<file path="config.mk">
export PLATFORM = sky130hd
export DESIGN_NAME = op_packer
export DESIGN_NICKNAME = d
export VERILOG_FILES = /design/src/rtl/op_pack_pkg.sv /design/src/rtl/op_packer.sv
export SDC_FILE = /design/constraint.sdc
export NUM_CORES = 1
export LEC_CHECK = 0
export CORE_AREA = 2 2 91 58
export DETAILED_ROUTE_END_ITERATION = 7
export DIE_AREA = 0 0 93 60
export PLACE_DENSITY = 0.88
export SLEW_MARGIN = 20
export SYNTH_ARGS = -nofsm -noshare
export SYNTH_HDL_FRONTEND = slang
export SYNTH_SLANG_ARGS = --single-unit
export TNS_END_PERCENT = 5
</file>
<file path="constraint.sdc">
create_clock -name clk -period 3 [get_ports clk]
set_input_delay 0.6 -clock clk [delete_from_list [all_inputs] [get_ports clk]]
set_output_delay 0.6 -clock clk [all_outputs]
set_load 0.005 [all_outputs]
</file>
<file path="src/rtl/op_pack_pkg.sv">
// Shared definitions for the opcode packer: FSM states, word layout constants
// and the default opcode width.
package op_pack_pkg;

  typedef enum logic [1:0] {
    IDLE = 2'd0,
    PUT  = 2'd1,
    OP   = 2'd2
  } op_state_e;

  // Bit 8 of a machine-code word marks an operand (PUT) word.
  localparam int PUT_BIT     = 8;
  localparam int WORD_W      = 9;
  localparam int OPW_DEFAULT = 4;

endpackage

</file>
<file path="src/rtl/op_packer.sv">
// Opcode packer: captures one request (opcode plus 0..3 operands) and emits
// it as a stream of 9-bit machine-code words, operands first, opcode last.
//
// Handshakes: a transfer happens on a rising clk edge where valid && ready
// are both high. Once valid is raised it stays high, and the data it
// qualifies stays stable, until that transfer. ready may change freely.
// Upstream uses req_valid/req_ready; downstream uses mc_valid/mc_ready.
module op_packer
  import op_pack_pkg::*;
#(
  parameter int OPW = OPW_DEFAULT,
  parameter int CW  = 12
) (
  input  logic              clk,
  input  logic              reset,
  input  logic              req_valid,
  output logic              req_ready,
  input  logic [OPW-1:0]    req_op,
  input  logic [1:0]        req_nargs,
  input  logic [7:0]        req_arg0,
  input  logic [7:0]        req_arg1,
  input  logic [7:0]        req_arg2,
  output logic              mc_valid,
  input  logic              mc_ready,
  output logic [WORD_W-1:0] mc_word,
  output logic              busy,
  output logic              done,
  output logic [CW-1:0]     word_cnt,
  output op_state_e         dbg_state
);

  op_state_e      r_state;
  op_state_e      w_next_state;
  logic [1:0]     r_idx;
  logic [1:0]     w_next_idx;
  logic [OPW-1:0] r_op;
  logic [1:0]     r_nargs;
  logic [7:0]     r_arg [0:2];
  logic           r_done;
  logic [CW-1:0]  r_word_cnt;
  logic           w_cap;
  logic           w_hs;

  // Everything the outside sees is derived from registered state only, so
  // mc_valid has no path from mc_ready and mc_word cannot move while stalled.
  assign req_ready = (r_state == IDLE);
  assign mc_valid  = (r_state != IDLE);
  assign busy      = (r_state != IDLE);
  assign done      = r_done;
  assign word_cnt  = r_word_cnt;
  assign dbg_state = r_state;

  assign w_cap = req_valid && req_ready;
  assign w_hs  = mc_valid && mc_ready;

  // Next-state: operands are walked by index, then the opcode word closes the request.
  always_comb begin
    w_next_state = r_state;
    w_next_idx   = r_idx;
    case (r_state)
      IDLE: begin
        if (w_cap) begin
          w_next_idx   = 2'd0;
          w_next_state = (req_nargs != 2'd0) ? PUT : OP;
        end
      end
      PUT: begin
        if (w_hs) begin
          if ({1'b0, r_idx} + 3'd1 < {1'b0, r_nargs}) begin
            w_next_idx = r_idx + 2'd1;
          end else begin
            w_next_state = OP;
          end
        end
      end
      OP: begin
        if (w_hs) begin
          w_next_state = IDLE;
        end
      end
      default: begin
        w_next_state = IDLE;
        w_next_idx   = 2'd0;
      end
    endcase
  end

  // Word encoding: operand words carry the flag bit, opcode words are zero-extended.
  always_comb begin
    mc_word = '0;
    case (r_state)
      PUT:     mc_word = {1'b1, r_arg[r_idx]};
      OP:      mc_word = {1'b0, 8'(r_op)};
      default: mc_word = '0;
    endcase
  end

  // State, index and done pulse; done marks the cycle after the opcode word leaves.
  always_ff @(posedge clk or negedge reset) begin
    if (!reset) begin
      r_state <= IDLE;
      r_idx   <= 2'd0;
      r_done  <= 1'b0;
    end else begin
      r_state <= w_next_state;
      r_idx   <= w_next_idx;
      r_done  <= (r_state == OP) && w_hs;
    end
  end

  // Request capture: the upstream fields are only looked at on the capture edge.
  always_ff @(posedge clk or negedge reset) begin
    if (!reset) begin
      r_op     <= '0;
      r_nargs  <= 2'd0;
      r_arg[0] <= 8'd0;
      r_arg[1] <= 8'd0;
      r_arg[2] <= 8'd0;
    end else if (w_cap) begin
      r_op     <= req_op;
      r_nargs  <= req_nargs;
      r_arg[0] <= req_arg0;
      r_arg[1] <= req_arg1;
      r_arg[2] <= req_arg2;
    end
  end

  // Free-running count of accepted words; wraps silently.
  always_ff @(posedge clk or negedge reset) begin
    if (!reset) begin
      r_word_cnt <= '0;
    end else if (w_hs) begin
      r_word_cnt <= r_word_cnt + CW'(1);
    end
  end

endmodule

</file>
==> flow_metrics.env <==
export IMPL_crit_path_end_kind="output port"
export IMPL_tritoncts="built"
export IMPL_grt_max_degree=48
export IMPL_yosysTopAreaCell="dfrtp_1"
export IMPL_syn_num_nets=231
export IMPL_placedCellCount=311
export IMPL_crit_family="buffers and inverters"
export IMPL_cts_hold_buf=0
export IMPL_setup_viol=0
export IMPL_antenna_left=0
export IMPL_start_util=0.469
export IMPL_syn_to_final_growth_pct=33.0
export IMPL_gp_congestion=0.804
export IMPL_postCtsSetupBuffers=0
export IMPL_ys_ff_latch=47
export IMPL_fin_cells=317
export IMPL_grtUsageTotal=0.184
export IMPL_clk_insertion_delay_late_ns=0.29
export IMPL_vias_per_cell=4.97
export IMPL_synth_ff_type="dfrtp_1"
export IMPL_setup_tns_ns=0
export IMPL_p_leak_nw=1.26
export IMPL_finalCriticalPeriod_ns=2.75
export IMPL_ys_seq_area_frac=0.522
export IMPL_cp_num_buf_inv=1
export IMPL_clock_path_buffers=2
export IMPL_portBuffers=60
export IMPL_numCtsBuffers=5
export IMPL_worstPathCellList="nor2_1 -> a21oi_1 -> o21ai_0 -> clkdlybuf4s50_1"
export IMPL_reg2regPathDepth=7
export IMPL_ir_worst_vdd_uv=429
export IMPL_ys_top_cells_by_area="dfrtp_1 52%, mux2_2 15%, mux2i_1 4.0%, ha_1 3.3%, nor2_1 3.0%"
export IMPL_drc=0
export IMPL_cp_depth=4
export IMPL_critPathSlowestCell="clkdlybuf4s50_1"
export IMPL_grt_pass1_wl_um=7730
export IMPL_crit_arrival_ns=2.15
export IMPL_synth_common_cells="47 x dfrtp_1, 30 x mux2_2, 18 x nor2_1, 12 x nand2_1"
export IMPL_cp_data_required_time_ns=2.40
export IMPL_worst_pin_slew_ns=0.590
export IMPL_clk_pin_slew_ns=0.08
export IMPL_netlist_area_um2=2250
export IMPL_ys_async_sr_fraction=1.00
export IMPL_antenna_found_initial=0
export IMPL_cap_violations=0
export IMPL_power_density_nw_per_um2=872
export IMPL_clock_skew_ns=0.00686
export IMPL_yosysWarningCount=0
export IMPL_htree_levels=2
export IMPL_status="complete, no violations"
export IMPL_grt_pass1_vias=1547
export IMPL_place_hpwl_um=3570
export IMPL_path_max_fanout=7
export IMPL_synthDistinctLibCells=32
export IMPL_fmax_mhz=363
export IMPL_die_height_um=60
export IMPL_drt_iter0_drc=48
export IMPL_max_slew_margin=0.607
export IMPL_crit_path_start_kind="flip-flop"
export IMPL_clock_sinks=47
export IMPL_hold_viol=0
export IMPL_num_antenna_cells=0
export IMPL_via_count=1576
export IMPL_io_pins=61
export IMPL_crit_type="reg -> out"
export IMPL_max_stage_delay_ns=0.57
export IMPL_total_power_mw=2.61
export IMPL_layout_drive_gt1_share=0.187
export IMPL_rows=20
export IMPL_avgSynthCellArea_um2=11.9
export IMPL_drt_wirelength_per_cell_um=14.9
export IMPL_clockRootBuffer="clkbuf_8"
export IMPL_dieArea_um2=5580
export IMPL_core_um2=4800
export IMPL_hold_path_class="in -> async"
export IMPL_overflow=0
export IMPL_dr_pass1_iters=4
export IMPL_timing_final_crit_share=0.917
export IMPL_yosys_cell_count_top_type="dfrtp_1"
export IMPL_grt_setup_unrepaired="no"
export IMPL_synth_edf_count=0
export IMPL_cts_resized_gates=0
export IMPL_slew_viol_final=0
export IMPL_synth_top_area_share=0.522
export IMPL_finalNetCount=293
export IMPL_die_width_um=93
export IMPL_finalWirelength_um=4730
export IMPL_synthCells=190
[cells by family (layout without fill, tap and decap cells)]
group / count (synthesis) / count (layout) / synth area share
simple gates: 51 / 51 / 0.121
flops: 47 / 47 / 0.522
mux: 39 / 39 / 0.190
compound gates: 21 / 21 / 0.0550
buf+inv: 14 / 75 / 0.0272
xor+xnor: 11 / 11 / 0.0428
fa+ha+maj: 7 / 7 / 0.0422
[routing by layer]
layer | GRT usage | up-vias | share of wire
met3 | 0.0593 | 4 | 0.050
li1 | - | 776 | -
met2 | 0.283 | 37 | 0.45
met1 | 0.266 | 759 | 0.50
met5 | 0 | - | 0
met4 | 0.0252 | 0 | 0.0044
[final timing paths]
check	from	endpoint	slack, ns
setup / recovery	r_idx[1]	mc_word[2]	0.25
hold / removal	reset	r_arg[16]	0.30
setup reg to reg	r_idx[1]	dbg_state[0]	0.79
hold reg to reg	word_cnt[11]	word_cnt[11]	0.48
max in group asynchronous	reset	dbg_state[0]	2.29
min in group clk	word_cnt[11]	word_cnt[11]	0.48
[through the flow]
step	setup WS [ns]	hold WS (ns)	utilization	cell area, µm²
global route	0.0815	0.326	0.623	3000
floorplan	1.05	0.304	-	2250
CTS	0.184	0.479	0.622	2990
detailed placement	0.529	0.464	0.607	2910
global placement	0.543	0.460	0.607	2910
finish	0.249	0.295	0.623	3000
[report_power, final]
group / internal, mW / switching, mW / leakage (nW)
clock: 0.155 / 0.200 / 0.0361
combinational: 0.669 / 0.485 / 0.644
sequential: 0.902 / 0.202 / 0.578
total: 1.73 / 0.887 / 1.26
[layout by cell type (no fill, tap or decap), types with 2 or more instances in the layout]
cell	instances
o21ai_0	6
nand3_1	7
mux2_2	30
nand4_1	4
clkbuf_8	5
a2bb2oi_1	2
clkdlybuf4s50_1	59
dfrtp_1	47
mux2i_1	9
xor2_1	4
buf_4	4
ha_1	6
nand2_1	11
inv_1	6
xnor2_1	7
nor2_1	18
a21oi_1	9
[state kept, by name, summed over array words and instances, names as in the netlist]
register and flops:
done 1, word_cnt 12, r_idx 2, r_op 4, r_nargs 2, r_arg 24
dbg_state 2
[final cells by class]
class	instances	area [µm²]
inverter	6	22.5
sequential	47	1180
timing repair buffer	63	621
fill	397	1810
tap	66	82.6
clock buffer	5	68.8
multi-input combinational	129	1020
clock inverter	1	7.51
Power figures use the tool's default switching activity.
